**src/rtl/lsu_pkg.sv**
```systemverilog
// Shared types and helpers for the load/store unit memory port.
// Provides the RV32I funct3 size/sign codes, the port FSM state enum,
// the captured-request struct, byte-enable generation, store-data lane
// replication and the legality (size/alignment) check.
package lsu_pkg;

   localparam logic [2:0] F3_B  = 3'b000;
   localparam logic [2:0] F3_H  = 3'b001;
   localparam logic [2:0] F3_W  = 3'b010;
   localparam logic [2:0] F3_BU = 3'b100;
   localparam logic [2:0] F3_HU = 3'b101;

   localparam int NUM_LANES = 4;   // byte lanes per bus word

   typedef enum logic [1:0] {IDLE, WAIT_GNT, WAIT_RD, RESP} lsu_state_t;

   typedef struct packed {
      logic       we;
      logic [2:0] funct3;
      logic [1:0] off;
   } lsu_req_t;

   // funct3[1:0] carries the access size for both signed and unsigned loads.
   function automatic logic [NUM_LANES-1:0] be_gen(input logic [2:0] funct3,
                                                   input logic [1:0] off);
      case (funct3[1:0])
         2'b00:   be_gen = 4'b0001 << off;
         2'b01:   be_gen = 4'b0011 << off;
         default: be_gen = 4'b1111;
      endcase
   endfunction

   function automatic logic [31:0] wdata_rep(input logic [2:0]  funct3,
                                             input logic [31:0] wdata);
      case (funct3[1:0])
         2'b00:   wdata_rep = {4{wdata[7:0]}};
         2'b01:   wdata_rep = {2{wdata[15:0]}};
         default: wdata_rep = wdata;
      endcase
   endfunction

   // Unsigned variants exist only for loads; halves need even, words
   // need 4-byte aligned addresses.
   function automatic logic req_legal(input logic       we,
                                      input logic [2:0] funct3,
                                      input logic [1:0] off);
      case (funct3)
         F3_B:    req_legal = 1'b1;
         F3_H:    req_legal = ~off[0];
         F3_W:    req_legal = (off == 2'b00);
         F3_BU:   req_legal = ~we;
         F3_HU:   req_legal = ~we & ~off[0];
         default: req_legal = 1'b0;
      endcase
   endfunction

endpackage

```
**src/rtl/lsu_mem_port_if.sv**
```systemverilog
// Word-addressed data memory bus with request/grant and read-valid
// handshakes.
//   master (LSU side): drives mem_req, mem_we, mem_addr, mem_be, mem_wdata;
//                      receives mem_gnt, mem_rvalid, mem_rdata.
//   slave  (memory side): the mirror image.
interface lsu_mem_port_if #(parameter int ADDR_W = 32);
   logic              mem_req;
   logic              mem_we;
   logic [ADDR_W-3:0] mem_addr;
   logic [3:0]        mem_be;
   logic [31:0]       mem_wdata;
   logic              mem_gnt;
   logic              mem_rvalid;
   logic [31:0]       mem_rdata;

   modport master (output mem_req, mem_we, mem_addr, mem_be, mem_wdata,
                   input  mem_gnt, mem_rvalid, mem_rdata);
   modport slave  (input  mem_req, mem_we, mem_addr, mem_be, mem_wdata,
                   output mem_gnt, mem_rvalid, mem_rdata);
endinterface

```
**src/rtl/lsu_load_align.sv**
```systemverilog
// Load data alignment: picks the addressed byte/half-word lane out of a
// bus read word and sign- or zero-extends it to 32 bits.
//   mem_rdata in  32  raw read word
//   off       in   2  byte offset (addr[1:0])
//   funct3    in   3  RV32I load size/sign
//   data      out 32  extended load result
module lsu_load_align
   import lsu_pkg::*;
(
   input  logic [31:0] mem_rdata,
   input  logic [1:0]  off,
   input  logic [2:0]  funct3,
   output logic [31:0] data
);

   logic [NUM_LANES-1:0][7:0] lanes;
   logic [7:0]                b;
   logic [15:0]               h;

   always_comb begin
      lanes = mem_rdata;
      b     = lanes[off];
      h     = off[1] ? {lanes[3], lanes[2]} : {lanes[1], lanes[0]};
      case (funct3)
         F3_B:    data = {{24{b[7]}}, b};
         F3_BU:   data = {24'b0, b};
         F3_H:    data = {{16{h[15]}}, h};
         F3_HU:   data = {16'b0, h};
         default: data = mem_rdata;
      endcase
   end

endmodule

```
**src/rtl/lsu_mem_port.sv**
```systemverilog
// Load/store unit memory port. Accepts one byte/half/word access at a time
// from the memory stage, issues it on the word-addressed bus, and returns
// a one-cycle response with the extended load data (DataRd) or an error.
//   clk, rst_n            clock, synchronous active-low reset
//   req_valid/we/funct3/addr/wdata   core request (addr is ALURes, wdata rs2)
//   req_ready             high while idle (request accepted this cycle)
//   stall                 hold the memory stage until the response
//   rsp_valid/rdata/err   one-cycle response; rdata is 0 unless a load hit
//   mem                   bus master port (req/gnt, rvalid/rdata)
module lsu_mem_port
   import lsu_pkg::*;
#(
   parameter int TIMEOUT_CYC = 16,   // minimum 2
   parameter int ADDR_W      = 32
) (
   input  logic              clk,
   input  logic              rst_n,
   input  logic              req_valid,
   input  logic              req_we,
   input  logic [2:0]        req_funct3,
   input  logic [ADDR_W-1:0] req_addr,
   input  logic [31:0]       req_wdata,
   output logic              req_ready,
   output logic              stall,
   output logic              rsp_valid,
   output logic [31:0]       rsp_rdata,
   output logic              rsp_err,
   lsu_mem_port_if.master    mem
);

   localparam int CNT_W = $clog2(TIMEOUT_CYC);

   lsu_state_t        state_q, state_d;
   lsu_req_t          req_q;
   logic [ADDR_W-3:0] addr_q;
   logic [3:0]        be_q;
   logic [31:0]       wdata_q;
   logic [31:0]       rdata_q;
   logic              err_q;
   logic [CNT_W-1:0]  cnt_q;

   logic              legal;
   logic              expired;
   logic [31:0]       ld_data;

   assign legal   = req_legal(req_we, req_funct3, req_addr[1:0]);
   assign expired = (cnt_q == CNT_W'(TIMEOUT_CYC - 1));

   lsu_load_align u_align (
      .mem_rdata (mem.mem_rdata),
      .off       (req_q.off),
      .funct3    (req_q.funct3),
      .data      (ld_data)
   );

   // Next state. The awaited event is tested before expiry so that a
   // grant/rvalid landing on the last counted cycle still completes.
   // mem_rvalid is only looked at in WAIT_RD, so one coincident with the
   // grant is ignored.
   always_comb begin
      state_d = state_q;
      case (state_q)
         IDLE:     if (req_valid) state_d = legal ? WAIT_GNT : RESP;
         WAIT_GNT: if (mem.mem_gnt) state_d = req_q.we ? RESP : WAIT_RD;
                   else if (expired) state_d = RESP;
         WAIT_RD:  if (mem.mem_rvalid || expired) state_d = RESP;
         RESP:     state_d = IDLE;
         default:  state_d = IDLE;
      endcase
   end

   always_ff @(posedge clk) begin
      if (!rst_n) begin
         state_q <= IDLE;
         req_q   <= '0;
         addr_q  <= '0;
         be_q    <= '0;
         wdata_q <= '0;
         rdata_q <= '0;
         err_q   <= 1'b0;
         cnt_q   <= '0;
      end else begin
         state_q <= state_d;
         // Any state change restarts the count, which covers entry into
         // both wait states.
         if (state_d != state_q)
            cnt_q <= '0;
         else if (state_q == WAIT_GNT || state_q == WAIT_RD)
            cnt_q <= cnt_q + 1'b1;

         case (state_q)
            IDLE: if (req_valid) begin
               req_q   <= '{we: req_we, funct3: req_funct3, off: req_addr[1:0]};
               addr_q  <= req_addr[ADDR_W-1:2];
               be_q    <= be_gen(req_funct3, req_addr[1:0]);
               wdata_q <= wdata_rep(req_funct3, req_wdata);
               err_q   <= ~legal;
               rdata_q <= '0;
            end
            WAIT_GNT: if (!mem.mem_gnt && expired) err_q <= 1'b1;
            WAIT_RD:  if (mem.mem_rvalid) rdata_q <= ld_data;
                      else if (expired)   err_q   <= 1'b1;
            default: ;
         endcase
      end
   end

   assign req_ready = (state_q == IDLE);
   assign rsp_valid = (state_q == RESP);
   assign rsp_err   = rsp_valid & err_q;
   assign rsp_rdata = rsp_valid ? rdata_q : 32'b0;

   // Bus fields come straight from the capture registers, so they are
   // stable for the whole grant wait.
   assign mem.mem_req   = (state_q == WAIT_GNT);
   assign mem.mem_we    = mem.mem_req & req_q.we;
   assign mem.mem_be    = mem.mem_req ? be_q : 4'b0;
   assign mem.mem_addr  = addr_q;
   assign mem.mem_wdata = wdata_q;

   // Only a legal request stalls in its accept cycle; an illegal one
   // resolves in the following RESP cycle, where stall is already low.
   assign stall = req_valid & ((state_q != IDLE) | legal) & ~rsp_valid;

endmodule

```
**src/flat_wrapper.sv**
```systemverilog
// flat-port wrapper written by rule: the top's interface ports become plain ports
module lsu_mem_port_flat import lsu_pkg::*;
#(
   parameter int TIMEOUT_CYC = 16,               
   parameter int ADDR_W      = 32
)
  (clk, rst_n, req_valid, req_we, req_funct3, req_addr, req_wdata, req_ready, stall, rsp_valid, rsp_rdata, rsp_err, mem_mem_req, mem_mem_we, mem_mem_addr, mem_mem_be, mem_mem_wdata, mem_mem_gnt, mem_mem_rvalid, mem_mem_rdata);
  lsu_mem_port_if #(.ADDR_W(ADDR_W)) mem_i ();
  input  logic clk;
  input  logic rst_n;
  input  logic req_valid;
  input  logic req_we;
  input  logic [2:0] req_funct3;
  input  logic [ADDR_W-1:0] req_addr;
  input  logic [31:0] req_wdata;
  output logic req_ready;
  output logic stall;
  output logic rsp_valid;
  output logic [31:0] rsp_rdata;
  output logic rsp_err;
  output wire logic [$bits(mem_i.mem_req)-1:0] mem_mem_req;
  output wire logic [$bits(mem_i.mem_we)-1:0] mem_mem_we;
  output wire logic [$bits(mem_i.mem_addr)-1:0] mem_mem_addr;
  output wire logic [$bits(mem_i.mem_be)-1:0] mem_mem_be;
  output wire logic [$bits(mem_i.mem_wdata)-1:0] mem_mem_wdata;
  input wire logic [$bits(mem_i.mem_gnt)-1:0] mem_mem_gnt;
  input wire logic [$bits(mem_i.mem_rvalid)-1:0] mem_mem_rvalid;
  input wire logic [$bits(mem_i.mem_rdata)-1:0] mem_mem_rdata;
  assign mem_mem_req = mem_i.mem_req;
  assign mem_mem_we = mem_i.mem_we;
  assign mem_mem_addr = mem_i.mem_addr;
  assign mem_mem_be = mem_i.mem_be;
  assign mem_mem_wdata = mem_i.mem_wdata;
  assign mem_i.mem_gnt = mem_mem_gnt;
  assign mem_i.mem_rvalid = mem_mem_rvalid;
  assign mem_i.mem_rdata = mem_mem_rdata;
  lsu_mem_port #(.TIMEOUT_CYC(TIMEOUT_CYC), .ADDR_W(ADDR_W)) u_core (.clk(clk), .rst_n(rst_n), .req_valid(req_valid), .req_we(req_we), .req_funct3(req_funct3), .req_addr(req_addr), .req_wdata(req_wdata), .req_ready(req_ready), .stall(stall), .rsp_valid(rsp_valid), .rsp_rdata(rsp_rdata), .rsp_err(rsp_err), .mem(mem_i));
endmodule
```
**config.mk**
```make
export PLATFORM = sky130hd
export DESIGN_NAME = lsu_mem_port_flat
export DESIGN_NICKNAME = d
export VERILOG_FILES = /design/src/rtl/lsu_pkg.sv /design/src/rtl/lsu_mem_port_if.sv /design/src/rtl/lsu_load_align.sv /design/src/rtl/lsu_mem_port.sv /design/src/flat_wrapper.sv
export SDC_FILE = /design/constraint.sdc
export NUM_CORES = 1
export LEC_CHECK = 0
export CAP_MARGIN = 5
export CORE_AREA = 3 3 122 100
export CTS_CLUSTER_SIZE = 24
export DETAILED_ROUTE_END_ITERATION = 8
export DIE_AREA = 0 0 125 103
export HOLD_SLACK_MARGIN = 0.05
export PLACE_DENSITY = 0.85
export SLEW_MARGIN = 30
export SYNTH_ARGS = -nofsm -noshare
export SYNTH_HDL_FRONTEND = slang
export SYNTH_SLANG_ARGS = --single-unit
```
**constraint.sdc**
```tcl
create_clock -name clk -period 3.2 [get_ports clk]
set_input_delay 0.64 -clock clk [delete_from_list [all_inputs] [get_ports clk]]
set_output_delay 0.64 -clock clk [all_outputs]
set_load 0.01 [all_outputs]
```
==> flow_summary.ini <==
[place]
dpl.hpwl_um = 12400
port_buffers = 208
dpl_cell_area_um2 = 7350
gp_congestion = 0.916

[route]
wl_met3_um = 1570
vias = 5411
top_layer_used = met4
drt_iter0_drc = 457
dr.pass1.iters = 5
drt-met1-wl_um = 6600
ant_nets = 0
wirelength_um = 16700
route.met2.wl_um = 8130
wire_per_inst_um = 16.8
viasPerCell = 5.45
drc = 0

[power]
power_frac_clock_pct = 24.1
p_comb_share_pct = 38.4
internal-power_mw = 3.09
ir_drop_mv = 0.403
powerDensity_nw_per_um2 = 630
p_leak_nw = 2.88
total_power_mw = 4.83
pwr-share-seq_pct = 37.5
switching_share_pct = 36.0
switching_power_mw = 1.74

[cells_and_area]
antenna_cells = 0
final_util_pct = 69.9
final_common_cell = clkdlybuf4s50_1
drive_gt1_share_pct = 5.06
fillers = 867
final_cell_mix = clkdlybuf4s50_1, nand2_1, dfxtp_1
area_growth_pct = 48.1
finalInstanceArea_um2 = 7670
nets = 954

[floorplanning]
core_area_um2 = 11000
die-area_um2 = 12900
die_y_um = 103
boundaryPins = 209
fp.dieW_um = 125
placementRows = 34
initial_core_util_pct = 47.2

[sta]
setup_viol = 0
relSlewSlack_pct = 34.7
rsz0062_at_grt = false
fmax_ghz = 0.320
finalCritPeriodShare_pct = 97.6
timing.hold.ws_ns = 0.452
finalSetupTns_ns = 0
finalCriticalPeriod_ns = 3.12
slew_viol_final = 0
worst_slew_pin_slew_ns = 0.976
skew_ns = 0.00635
hold_violations = 0

[synth]
netlist_instances = 661
ys_types = 43
ys_seq_area_share_pct = 42.9
yosysWarnings = 0
avgSynthCellArea_um2 = 7.84
async_flop_share_pct = 0
synth_area_um2 = 5180
synth_edf_count = 0
ys_seq_elements = 111
ys.flop_type = dfxtp_1
synth_nets = 771

[setup_path]
startpoint_type = input port
path_max_fanout = 3
critPathArrivalTime_ns = 2.48
worstPathRequired_ns = 2.56
cp-end-kind = output pin
path_class = input port to output pin

[global_routing]
overflow = 0
antenna_found_initial = 0
grt_pass1_wl_um = 26800
grt_max_degree = 89
track_usage_pct = 25.5
grt_pass1_vias = 5364

[status]
outcome = finished clean

[clock_network]
cts.sinks = 111
cts_tree = built
cts_setup_buffers = 0
ctsHtreeMaxLevel = 3
clk_pin_slew_ns = 0.07
cts_made_buffers = 9
clk_latency_ns = 0.35
cts_buffer_depth = 2
cts_root_buf = clkbuf_16

[run]
cap_violations = 0

[worst_hold_path]
hold_path_class = flop to flop
[kinds of logic (layout without fill, tap and decap cells)]
| family | after synthesis | in the layout | share of synthesized area [%] |
|---|---|---|---|
| DFF | 111 | 111 | 42.9 |
| xor gates and xnor gates | 3 | 3 | 0.507 |
| AOI/OAI and AO/OA | 191 | 191 | 21.8 |
| muxes | 27 | 27 | 5.65 |
| and+or+nand+nor | 268 | 268 | 23.5 |
| buffers and inverters | 56 | 244 | 4.44 |
| adders and majority gates | 5 | 5 | 1.21 |
[synth_stat cells, types with 2 or more instances]
master      n  area share (%)
and2_1     39             4.7
dfxtp_1   111              43
and3b_1     7             1.2
nor2b_1     5            0.60
nor2_1     27             2.0
a311oi_1    8             1.4
buf_6       2            0.43
clkbuf_1   38             2.8
buf_1       5            0.36
o31ai_1     2            0.29
xor2_1      2            0.34
inv_1       5            0.36
nand3_1     4            0.39
o21a_1      2            0.29
a32o_1      7             1.4
o211ai_1    2            0.29
a211o_1     7             1.2
a211oi_1   11             1.6
o21ai_0    57             5.5
nor4_1      5            0.60
a21oi_1    84             8.1
o211a_1     2            0.39
clkinv_1    2            0.14
mux2i_1    18             3.5
a221oi_1    3            0.51
nor3_1      2            0.19
or3_1       7            0.85
mux2_2      8             1.7
ha_1        5             1.2
nand2b_1    8            0.97
buf_2       4            0.39
nand2_1   161              12
[sequential cells by signal (all words and copies together), names as in the netlist]
name                  count
u_core.rdata_q           32
u_core.req_q              6
u_core.mem.mem_wdata     32
u_core.cnt_q              4
u_core.err_q              1
u_core.be_q               4
u_core.mem.mem_addr      30
u_core.state_q            2
[power groups by stage]
| stage | registers [mW] | logic, mW | clock network, mW |
|---|---|---|---|
| after floorplan | 1.85 | 1.01 | 0 |
| after global routing | 1.84 | 2.04 | 1.25 |
| after detailed placement | 1.84 | 1.84 | 0 |
| final | 1.81 | 1.86 | 1.16 |
| after CTS | 1.81 | 1.86 | 1.19 |
| after global placement | 1.82 | 1.78 | 0 |
[per-stage QoR]
| step | setup slack (ns) | std cells |
|---|---|---|
| after global placement | 0.0970 | 977 |
| after floorplan | 0.929 | 661 |
| after global routing | 0.0287 | 993 |
| after CTS | 0.0736 | 993 |
| final | 0.0766 | 993 |
| after detailed placement | 0.0741 | 977 |
[critical path, cell delays in order]
cell,delay [ns]
clkdlybuf4s50_1,0.47
a221oi_1,0.40
nor2_1,0.15
a211oi_1,0.25
clkdlybuf4s50_1,0.57
[routing by layer]
metal,vias up,track usage (%)
met5,-,0
met4,0,8.83
met3,35,9.84
met2,221,43.9
met1,2512,29.4
li1,2643,-
[path summary, 6_finish.rpt]
check	startpoint	end	slack, ns	cells past startpoint
hold reg to reg	u_core.rdata_q[26]	u_core.rdata_q[26]	0.45	2
hold / removal	u_core.rdata_q[26]	u_core.rdata_q[26]	0.45	2
setup reg to reg	u_core.req_q[1]	u_core.rdata_q[10]	0.81	4
setup / recovery	req_funct3[2]	stall	0.08	5
[what timing repair did]
| action | 4_1_cts | 5_1_grt |
|---|---|---|
| hold buffers | 0 | 0 |
| resized for setup | 0 | 1 |
| endpoints found under the hold margin | 0 | 0 |
| setup endpoints to repair | 0 | 1 |
[layout make-up]
| type | instances | area (um2) | share of cell area (%) |
|---|---|---|---|
| Inverter | 7 | 26.3 | 0.343 |
| Timing Repair Buffer | 221 | 2190 | 28.6 |
| Tap cell | 144 | 180 | 2.35 |
| Clock buffer | 9 | 225 | 2.94 |
| Clock inverter | 7 | 87.6 | 1.14 |
| Multi-Input combinational cell | 494 | 2740 | 35.7 |
| Sequential cell | 111 | 2220 | 29.0 |
No activity file was read; power rests on OpenSTA's default activity.
==> RTL change: new RTL, same flow settings <==
Encoding of `lsu_state_t`: now Gray code (2 bits for 4 states).
--- a/src/rtl/lsu_pkg.sv
+++ b/src/rtl/lsu_pkg.sv
@@ -14,3 +14,3 @@
 
-   typedef enum logic [1:0] {IDLE, WAIT_GNT, WAIT_RD, RESP} lsu_state_t;
+   typedef enum logic [1:0] {IDLE = 2'b00, WAIT_GNT = 2'b01, WAIT_RD = 2'b11, RESP = 2'b10} lsu_state_t;
 
Behaviour: same outputs for any inputs over 4 cycles, from zero or initial values and one cycle with rst_n low; so few cycles prove little.
==> RTL change against the unedited design <==
- worst setup slack better by 0.35 ns
- via count fell by 6.0%
- final area grew 2.2%
- sequential cell count unchanged
- largest cell class unchanged
- routed wire length decreased by 5.7%
- area after synthesis is 2.2% higher
- first-iteration DRC count decreased by 25%
Power is not compared: it rests on default switching activity, and its combinational part moved more than twofold at a synthesized area within 25%.
==> RTL change: results (changes against the unedited design) <==
IR_DROP_WORST_CASE_VDD_V=0.000371
FINAL_WORST_CLOCK_SKEW_NS=0.00663  # +0.000281 ns
NETS=908  # -4.8%
SYNTH_COMPOUND_AREA_FRAC=0.243  # +0.0253
SYNTHARSTFLOPSHARE=0  # unchanged
FIRST_GLOBAL_VIAS=5002  # -6.7%
RUN_STATUS='finished, final reports clean'
PATH_DELAY_FAMILY='buffers and inverters'
CTS_BUFFERS=9  # unchanged
WORSTPATHMAXFANOUT=3  # unchanged
SYNTHESIS.NETS=722  # -6.4%
INITIALDRTVIOLATIONCOUNT=341  # -25%
MAXSLEWHEADROOM=0.462  # +0.115
TIMING.CRITICAL_PATH.ARRIVAL_NS=2.13  # -0.35 ns
FRACTION_OF_LAYOUT_CELLS_WITH_A_SIZE_SUFFIX_ABOVE_1=0.0793  # +0.0287
WORST_PATH_MAX_DELAY_CELL='clkdlybuf4s50_1'
PRECTSSETUPSLACK_NS=-0.0345  # -0.109 ns
MAXIMUM_NUMBER_OF_PINS_ON_ONE_NET_BEFORE_GLOBAL_ROUTE_REPAIR=82  # -7.9%
GLOBAL_ROUTE.USAGE.TOTAL=0.240  # -0.0143
FINAL_HPWL_DP_MICRONS=11700  # -5.5%
SYNTH_ENABLE_FLOP_CELLS=0  # unchanged
TIMING.CRITICAL_PATH.SLOWEST_CELL_DELAY_NS=0.44  # -0.13 ns
POST_DRT_VIA_CELL_RATIO=5.35  # -1.8%
CLOCK_TREE.ROOT_CELL='clkbuf_16'
SYNTH-SEQ-AREA-SHARE=0.420  # -0.00933
YOSYS.AREA_SHARE.ADDER=0.00236  # -0.00971
ANTENNA_CELLS=0  # unchanged
SYNTH_COMMONEST_CELLS='nand2_1 (141), dfxtp_1 (111), a21boi_0 (64), and2_1 (39), o21ai_0 (31)'
POST_SYNTH_MAIN_AREA_CONTRIBUTORS='dfxtp_1 (42%), nand2_1 (10%), a21boi_0 (9.1%)'
WORST_SKEW_PAIR.LATE_LATENCY_NS=0.34
CTSHTREEMAXLEVEL=3  # unchanged
SYNTH-MAIN-FF-CELL='dfxtp_1'
PORT_BUFFERS=208  # unchanged
YOSYSUNIQUECELLTYPES=48  # +12%
CLOCK_PATH_BUFFERS=2  # unchanged
WIRELENGTH_MICRONS=15800  # -5.7%
LAYOUT-AREA-OVERHEAD-VS-SYNTH_PCT=48.1  # about the same
STATIC-LEAKAGE-POWER_uW=0.00305
SYNTH.MUX.AREA_FRACTION=0.0662  # +0.00964
YOSYS_WARNINGS=0  # unchanged
WIRE_LENGTH_OF_THE_FIRST_GLOBAL_ROUTING_PASS_MICRONS=25200  # -5.9%
PARITY_GATE_SHARE_OF_THE_SYNTHESIZED_AREA_COUNTING_XOR_AND_XNOR_CELLS=0  # -0.00507
CTS.REPORTEDPATHS.CLKPINSLEW_NS=0.07  # about the same
GP_CONGESTION=0.885  # -3.4%
ANTENNA_VIOLATIONS_BEFORE_REPAIR=0  # unchanged
DRT-PASS1-ITER-COUNT=5  # unchanged
==> RTL change: area by class of cell <==
| class | instances | area, sq um |
|---|---|---|
| sequential | 111 | 2220 |
| multi-input combinational | 453 | 2870 |
| fill | 821 | 3130 |
| clock buffer | 10 | 239 |
| timing repair buffer | 224 | 2230 |
| inverter | 3 | 11.3 |
| tap | 144 | 180 |
| clock inverter | 6 | 92.6 |
==> RTL change: power breakdown <==
part | internal (uW) | switching, uW | leakage [uW] | total, uW
logic | 372 | 325 | 0.00198 | 697
registers | 1460 | 56.8 | 0.000908 | 1520
clock network | 712 | 511 | 0.000155 | 1220
total | 2540 | 892 | 0.00305 | 3440
==> RTL change: per-layer routing <==
layer / up-vias / part of all wire / track usage
met3: 15 / 0.076 / 0.0704
met4: 0 / 0.013 / 0.0633
met1: 2388 / 0.43 / 0.299
met5: - / 0 / 0
met2: 186 / 0.48 / 0.415
li1: 2498 / - / -
==> RTL change: final timing paths <==
check | slack [ns] | startpoint | to | cells past startpoint
hold reg to reg | 0.45 | u_core.rdata_q[13] | u_core.rdata_q[13] | 2
hold / removal | 0.45 | u_core.rdata_q[13] | u_core.rdata_q[13] | 2
setup reg to reg | 0.82 | u_core.req_q[1] | u_core.rdata_q[8] | 4
setup / recovery | 0.43 | req_we | stall | 7
==> RTL change: cell families (layout without fill, tap and decap cells) <==
logic type      count (synthesis)  count (layout)
simple gates                  248             248
buf+inv                        52             243
flops                         111             111
mux                            32              32
fa+ha+maj                       1               1
compound gates                172             172
==> RTL change: repair_timing <==
action,CTS,global route
setup buffers,0,1
pin swaps,0,1
hold buffers,0,0
setup endpoints to repair,1,1
resized for setup,1,3
==> RTL change: worst register-to-register path, delay by kind of cell (launching register included) <==
kind               cells  cell delay, ns
AOI/OAI and AO/OA      3            0.78
DFF                    1            0.85
muxes                  1            0.65
==> RTL change: through the flow <==
step / cells / TNS (ns) / area [sq um]
5_1_grt: 951 / 0 / 7840
3_5_place_dp: 934 / -0.0345 / 7480
4_1_cts: 950 / 0 / 7820
3_3_place_gp: 934 / -0.0245 / 7480
2_1_floorplan: 616 / 0 / 5300
6_report: 951 / 0 / 7840
